==> src/rtl/us_burst_tx.sv <==
// Ultrasonic burst transmitter: complementary 40 kHz drive bursts framed by
// a ringing blank window, repeated back-to-back while enabled or single-shot on trig.
module us_burst_tx #(
    parameter int HALF_PERIOD  = 625,
    parameter int BURST_CYCLES = 8,
    parameter int BLANK_CYCLES = 50000,
    parameter int FRAME_CYCLES = 3000000
) (
    input  logic CLK,
    input  logic RST,
    input  logic en,
    input  logic trig,
    output logic tx_p,
    output logic tx_n,
    output logic pulse_t,
    output logic blank,
    output logic busy,
    output logic frame_done
);

    localparam int HW = (HALF_PERIOD  > 1) ? $clog2(HALF_PERIOD)  : 1;
    localparam int CW = $clog2(BURST_CYCLES + 1);
    localparam int BW = (BLANK_CYCLES > 1) ? $clog2(BLANK_CYCLES) : 1;
    localparam int FW = (FRAME_CYCLES > 1) ? $clog2(FRAME_CYCLES) : 1;

    localparam logic [HW-1:0] HALF_LAST  = HW'(HALF_PERIOD - 1);
    localparam logic [CW-1:0] CYCLE_LAST = CW'(BURST_CYCLES - 1);
    localparam logic [BW-1:0] BLANK_LAST = BW'(BLANK_CYCLES - 1);
    localparam logic [FW-1:0] FRAME_LAST = FW'(FRAME_CYCLES - 1);

    typedef enum logic [1:0] {
        S_IDLE,
        S_BURST,
        S_BLANK,
        S_WAIT
    } state_t;

    state_t        r_state;
    state_t        w_stateNext;
    logic [HW-1:0] r_halfCnt,  w_halfNext;
    logic          r_phase,    w_phaseNext;
    logic [CW-1:0] r_cycleCnt, w_cycleNext;
    logic [BW-1:0] r_blankCnt, w_blankNext;
    logic [FW-1:0] r_frameCnt, w_frameNext;
    logic          w_start;

    logic r_txP, r_txN, r_pulse, r_blank, r_busy, r_frameDone;

    // Next-state and counter logic; r_phase selects the high/low half of a carrier cycle.
    always_comb begin
        w_stateNext = r_state;
        w_halfNext  = r_halfCnt;
        w_phaseNext = r_phase;
        w_cycleNext = r_cycleCnt;
        w_blankNext = r_blankCnt;
        w_frameNext = r_frameCnt + FW'(1);
        w_start     = 1'b0;

        case (r_state)
            S_IDLE: begin
                w_frameNext = r_frameCnt;
                if (en || trig) begin
                    w_start = 1'b1;
                end
            end
            S_BURST: begin
                if (r_halfCnt == HALF_LAST) begin
                    w_halfNext  = '0;
                    w_phaseNext = ~r_phase;
                    if (r_phase) begin
                        if (r_cycleCnt == CYCLE_LAST) begin
                            w_stateNext = S_BLANK;
                            w_blankNext = '0;
                        end else begin
                            w_cycleNext = r_cycleCnt + CW'(1);
                        end
                    end
                end else begin
                    w_halfNext = r_halfCnt + HW'(1);
                end
            end
            S_BLANK: begin
                if (r_blankCnt == BLANK_LAST) begin
                    w_stateNext = S_WAIT;
                end else begin
                    w_blankNext = r_blankCnt + BW'(1);
                end
            end
            S_WAIT: begin
                if (r_frameCnt == FRAME_LAST) begin
                    if (en) begin
                        w_start = 1'b1;
                    end else begin
                        w_stateNext = S_IDLE;
                        w_frameNext = r_frameCnt;
                    end
                end
            end
            default: w_stateNext = S_IDLE;
        endcase

        // A new frame restarts every counter so the period is exactly FRAME_CYCLES.
        if (w_start) begin
            w_stateNext = S_BURST;
            w_halfNext  = '0;
            w_phaseNext = 1'b0;
            w_cycleNext = '0;
            w_blankNext = '0;
            w_frameNext = '0;
        end
    end

    always_ff @(posedge CLK or posedge RST) begin
        if (RST) begin
            r_state    <= S_IDLE;
            r_halfCnt  <= '0;
            r_phase    <= 1'b0;
            r_cycleCnt <= '0;
            r_blankCnt <= '0;
            r_frameCnt <= '0;
        end else begin
            r_state    <= w_stateNext;
            r_halfCnt  <= w_halfNext;
            r_phase    <= w_phaseNext;
            r_cycleCnt <= w_cycleNext;
            r_blankCnt <= w_blankNext;
            r_frameCnt <= w_frameNext;
        end
    end

    // Outputs are registered from the next state so they line up with the state they describe.
    always_ff @(posedge CLK or posedge RST) begin
        if (RST) begin
            r_txP       <= 1'b0;
            r_txN       <= 1'b0;
            r_pulse     <= 1'b0;
            r_blank     <= 1'b0;
            r_busy      <= 1'b0;
            r_frameDone <= 1'b0;
        end else begin
            r_txP       <= (w_stateNext == S_BURST) && !w_phaseNext;
            r_txN       <= (w_stateNext == S_BURST) &&  w_phaseNext;
            r_pulse     <= (w_stateNext == S_BURST);
            r_blank     <= (w_stateNext == S_BURST) || (w_stateNext == S_BLANK);
            r_busy      <= (w_stateNext != S_IDLE);
            r_frameDone <= (w_stateNext != S_IDLE) && (w_frameNext == FRAME_LAST);
        end
    end

    assign tx_p       = r_txP;
    assign tx_n       = r_txN;
    assign pulse_t    = r_pulse;
    assign blank      = r_blank;
    assign busy       = r_busy;
    assign frame_done = r_frameDone;

endmodule
==> config.mk <==
export PLATFORM = sky130hd
export DESIGN_NAME = us_burst_tx
export DESIGN_NICKNAME = d
export VERILOG_FILES = /design/src/rtl/us_burst_tx.sv
export SDC_FILE = /design/constraint.sdc
export NUM_CORES = 1
export LEC_CHECK = 0
export ABC_AREA = 1
export BUFFER_PORTS_ARGS = -buffer_cell sky130_fd_sc_hd__buf_4
export CELL_PAD_IN_SITES_DETAIL_PLACEMENT = 2
export CELL_PAD_IN_SITES_GLOBAL_PLACEMENT = 2
export CORE_MARGIN = 3
export CORE_UTILIZATION = 37
export CTS_BUF_LIST = sky130_fd_sc_hd__clkbuf_8
export CTS_CLUSTER_DIAMETER = 40
export CTS_CLUSTER_SIZE = 40
export DETAILED_ROUTE_END_ITERATION = 12
export GPL_ROUTABILITY_DRIVEN = 1
export PLACE_DENSITY_LB_ADDON = 0.1
export SLEW_MARGIN = 20
export SYNTH_ARGS = -nofsm -noshare
export SYNTH_HDL_FRONTEND = slang
export SYNTH_SLANG_ARGS = --single-unit
==> constraint.sdc <==
create_clock -name CLK -period 2.6 [get_ports CLK]
set_input_delay 0.52 -clock CLK [delete_from_list [all_inputs] [get_ports CLK]]
set_output_delay 0.52 -clock CLK [all_outputs]
set_load 0.05 [all_outputs]
Yosys cells after proc, flatten, opt, wreduce, memory -nomap -nowiden
Cells that the tools add are included.
- flip-flop bits (word level): 61
- bits in latches: 0
- bits in writable memories: 0
- bits in read-only memories: 0
- word-level logic and storage cells: 79
- memories: 0
- add/subtract/negate cells: 4
- multiply operators: 0
- div/mod/pow operators: 0
- order comparisons: 0
- equality and inequality tests: 15
- shift operators: 0
- mux-type cells: 33
- bitwise gates (word level): 1
- reduce and logical (&&, ||, !) cells: 14
- operators by type and width (kind ; count):
    $mux 16 ; 5
    $mux 22 ; 3
    $eq 22x22->1 const B ; 2
    $pmux 22 s2 ; 1
    $pmux 16 s2 ; 1
    $mux 10 ; 3
    $add 22x1->22 const B ; 1
    $mux 4 ; 5
    $add 16x1->16 const B ; 1
    $eq 16x16->1 const B ; 1
    $mux 2 ; 7
    $ne 3x3->1 const B ; 4
    $add 10x1->10 const B ; 1
    $eq 10x10->1 const B ; 1
    $reduce_bool 2->1 ; 4
    $eq 2x2->1 const B ; 3
    $mux 1 ; 6
    $pmux 2 s3 ; 1
    $reduce_and 5->1 ; 1
    $add 4x1->4 const B ; 1
    $eq 2x1->1 const B ; 2
    $eq 4x3->1 const B ; 1
    $reduce_and 4->1 ; 1
    $logic_and 1x1->1 ; 3
    7 further kinds ; 8

Depth between registers and ports, before layout
- depth after elaboration: 8
- depth in mapped cells: 17
- mapped depth without buffers: 17

Worst setup path after synthesis
Ideal clock, no wire load.
- path kind: flip-flop to flip-flop
- from: register r_state[0]
- to: register r_frameDone, in the netlist frame_done
- setup time: 0.071 ns
- arrival: 2.152 ns
- data required time: 2.529 ns
- setup slack: 0.377 ns
- stages on the path, launching flop included: 17
- clock period less this slack: 2.223 ns
- path through: dfrtp_1 inv_1 ha_1 clkbuf_1 nand4_1 nor2_1 nand4_1 nand2_1 nand2_1 a31oi_1 nor2_1 ha_1 inv_1 nand3_1 nor2_1 nand3_1 nor2_1
- cells in the longest elaborated chain, start to end: 7
- elaborated cells between the ends (all ways): 18
- those cells by class: 4 x eq/ne; 11 x mux; 3 x reduce/logical
- RTL lines (item ; RTL line ; RTL):
    start: declaration ; 38 ; state_t r_state;
    start signal: assignment ; 122 ; r_state <= w_stateNext;
    parallel branches: the longest is 6 deep, another holds $pmux 22 s2 ; - ;
    $logic_and 1x1->1 * ; 146 ; r_frameDone <= (w_stateNext != S_IDLE) && (w_frameNext == FRAME_LAST);
    end signal: assignment ; 146 ;
    end: declaration ; 47 ; logic r_txP, r_txN, r_pulse, r_blank, r_busy, r_frameDone;
Every way passes the cells marked *.
A chain may end at the register's enable or synchronous reset.

Worst setup path in the final report
- from: register r_frameCnt[1]
- to: register r_frameDone, in the netlist frame_done
- elaborated cells between the ends (all ways): 14
- those cells by class: 1 x add/sub; 2 x eq/ne; 9 x mux; 2 x reduce/logical
- RTL lines (item ; RTL line ; RTL):
    start: declaration ; 44 ; logic [FW-1:0] r_frameCnt, w_frameNext;
    start signal: assignment ; 127 ; r_frameCnt <= w_frameNext;
    $eq 22x22->1 * ; 90 ; if (r_frameCnt == FRAME_LAST) begin
    $mux 2 / $mux 1 (equally long branches) ; 90 ;
    $pmux 2 s3 / $pmux 1 s2 (equally long branches) ; 59 ; case (r_state)
    $mux 2 * ; 103 ; if (w_start) begin
    named net w_stateNext[1] ; 39 ; state_t w_stateNext;
    $reduce_bool 2->1 * ; 146 ;
    $logic_and 1x1->1 * ; 146 ;
Mark *: on every way through the listed nets, which the timed path passes. The rest lies on a longest branch.

==> flow_summary.ini <==
[run_status]
outcome = finished, final reports clean

[timing]
worst_pin_slew_ns = 0.572
fmax_mhz = 398
finalHoldViolCount = 0
clock_skew_ns = 0.00979
period_share = 0.966
finalSetupViolCount = 0
max-slew-margin-rel = 0.618
slew_viol_final = 0
min_period_ns = 2.51

[cts]
cts_hold_buf = 0
clk_latency_ns = 0.36
clk_pin_slew_ns = 0.08
cts_buffers = 9
h-tree-depth = 3
clockBufferDepth = 2
cts_root_buf = clkbuf_8
clock_sinks = 61
cts_tree = done

[synth]
syn_area_sq_um = 4130
syn_area_per_cell_sq_um = 6.84
synth_simple_gate_area_share = 0.362
synth_xor_area_frac = 0.0212
ys_ff_latch = 61
synth_top_family_by_area = simple AND/OR/NAND/NOR gates
synth_edf_count = 0
yosysWarnings = 0
async_flop_share = 1.00
synth_compound_gate_area_share = 0.111
muxShareOfSynthArea = 0
yosys.cell_types.count = 40
synth_fp_nets = 621
synthAdderAreaFrac = 0.0394
synth_ff_type = dfrtp_1
syn-instance-count = 604
synth-seq-area-share = 0.369

[cells_and_area]
layout_common_cells = nand2_1, inv_1, nor2_1, dfrtp_1, nand3_1
nets = 645
drive_above_1_share = 0.123
area_delta_synth_final_pct = 13.1
final_core_util = 0.441
insertedDiodeCount = 0
fin_area_sq_um = 4670
mostFrequentLayoutCell = nand2_1

[floorplanning]
rows = 37
dieArea_sq_um = 12500
io_pins = 10
chipHeight_um = 112
core_area_sq_um = 10600
start_util = 0.390
die_w_um = 112

[placement]
routabilityCongestion = 0.853
place_hpwl_um = 10600
io_buffers = 9
detailed_place.area_sq_um = 4390

[routing]
antenna_left = 0
wl_per_cell_um = 19.9
viasPerCell = 5.50
drt_pass1_iterations = 4
drt_iter0_drc = 215
drc_errors = 0
vias = 4229
wl_um = 15300

[pwr]
worst_ir_drop_vdd_uv = 266
switchingPower_mw = 0.453
swShare = 0.243
intPower_mw = 1.41
pwr-share-seq = 0.508
leakage_nw = 2.30
power_mw = 1.87
clkPwrFrac = 0.476
power_density_nw_per_um2 = 399
combinationalPowerShare = 0.015

[grt]
grt_max_degree = 26
grt_pass1_vias = 4750
grt_pass1_wl_um = 24700
globalRouteMet2Util = 0.420
top_usage_layer = met2
met3_usage = 0.0386
overflow = 0
grt_usage = 0.247
antenna_found_initial = 0
use_met1 = 0.321

[setup_path]
cp.arrival_ns = 2.76
crit_path_end_kind = register
crit_path_max_fanout = 4
critPathRequiredTime_ns = 2.85
critPathKind = register to register
startpoint_type = register

[hold_path]
min_path_type = input port to async pin

[run]
drv_cap = 0
==> worst paths after layout <==
| path | start | slack (ns) | endpoint | cells after the start |
|---|---|---|---|---|
| worst max-delay path | r_frameCnt[1] | 0.09 | frame_done | 17 |
| worst min-delay path | RST | 0.21 | r_frameCnt[11] | 2 |
| worst max register to register | r_frameCnt[1] | 0.09 | frame_done | 17 |
| worst min register to register | r_cycleCnt[0] | 0.56 | r_cycleCnt[0] | 1 |
| max in group asynchronous | RST | 1.64 | r_state[0] | 3 |
| min in group CLK | r_cycleCnt[0] | 0.56 | r_cycleCnt[0] | 1 |
==> power groups by stage <==
| stage | Sequential (mW) | Combinational (mW) | Clock, mW |
|---|---|---|---|
| 6_report | 0.948 | 0.0288 | 0.888 |
| 5_1_grt | 0.948 | 0.0328 | 0.942 |
| 4_1_cts | 0.948 | 0.0301 | 0.901 |
| 3_5_place_dp | 0.967 | 0.0300 | 0 |
| 3_3_place_gp | 0.967 | 0.0295 | 0 |
| 2_1_floorplan | 0.967 | 0.0143 | 0 |
==> registers in the layout, summed over array words and instances, names as in the netlist <==
register    count
frame_done      1
tx_n            1
blank           1
busy            1
tx_p            1
r_frameCnt     22
r_blankCnt     16
r_cycleCnt      4
pulse_t         1
r_halfCnt      10
r_state         2
r_phase         1
==> critical path, cell delays in order, from the launching register on <==
cell and delay, ns:
dfrtp_1 0.43, ha_2 0.22, nand2_2 0.09, nor2_4 0.12, nand2_1 0.11, nor2_4 0.16, nand3_1 0.10, nand2_2 0.11
nor2_1 0.07, nor4_2 0.34, nor3_2 0.10, inv_1 0.11, ha_1 0.15, inv_1 0.05, nand3_1 0.07, nor2_1 0.04
nand3_1 0.07, nor2_1 0.04
==> cells in the mapped netlist, types with 2 or more instances <==
cell type / instances / area, sq um
o22ai_1: 4 / 25.0
o21ai_1: 4 / 20.0
buf_2: 2 / 10.0
nor3_1: 13 / 65.1
nand3_2: 3 / 30.0
nand2_1: 152 / 571
ha_1: 13 / 163
nand4_1: 15 / 93.8
nand3_1: 58 / 290
o21a_1: 2 / 15.0
o21ai_0: 26 / 130
nor4_1: 2 / 12.5
inv_2: 5 / 18.8
nor2_1: 73 / 274
nand2_2: 4 / 25.0
nor2_2: 7 / 43.8
clkbuf_1: 7 / 26.3
a31oi_1: 2 / 12.5
buf_6: 2 / 22.5
nand2_4: 2 / 22.5
xor2_1: 9 / 78.8
dfrtp_1: 61 / 1530
a21oi_1: 36 / 180
o21bai_1: 3 / 22.5
nor2_4: 2 / 22.5
a22oi_1: 2 / 15.0
inv_1: 82 / 308
==> stage by stage <==
| step | setup TNS, ns | instances | worst slack, ns | hold WS [ns] |
|---|---|---|---|---|
| 6_report | 0 | 769 | 0.0876 | 0.213 |
| 5_1_grt | -0.125 | 769 | -0.110 | 0.257 |
| 4_1_cts | 0 | 763 | 0.0432 | 0.233 |
| 3_5_place_dp | 0 | 747 | 0.119 | 0.535 |
| 3_3_place_gp | 0 | 747 | 0.330 | 0.525 |
| 2_1_floorplan | 0 | 604 | 0.377 | 0.482 |
==> metal layers <==
layer | vias to the layer above | wire length, um | share of wire
li1 | 1999 | - | -
met1 | 2146 | 7070 | 0.46
met2 | 58 | 7500 | 0.49
met3 | 26 | 415 | 0.027
met4 | 0 | 350 | 0.023
met5 | - | 0 | 0
==> kinds of logic (layout without fill, tap and decap cells) <==
kind of cell | count (synthesis) | in the layout
simple gates | 336 | 336
compound gates | 83 | 83
fa+ha+maj | 13 | 13
flops | 61 | 61
xor+xnor | 10 | 10
buf+inv | 101 | 130
==> repair_timing <==
item / CTS / global route
setup buffers: 0 / 6
cloned: 0 / 0
resized for setup: 1 / 11
setup endpoints to repair: 1 / 8
pin swaps: 0 / 3
==> final cells by class <==
class | count | area [sq um]
Clock buffer | 10 | 138
Clock inverter | 6 | 55.1
Inverter | 88 | 330
Sequential cell | 61 | 1530
Fill cell | 1269 | 5930
Multi-Input combinational cell | 442 | 2240
Timing Repair Buffer | 26 | 208
Tap cell | 136 | 170
Note: power is estimated with default switching activity, not from simulation.
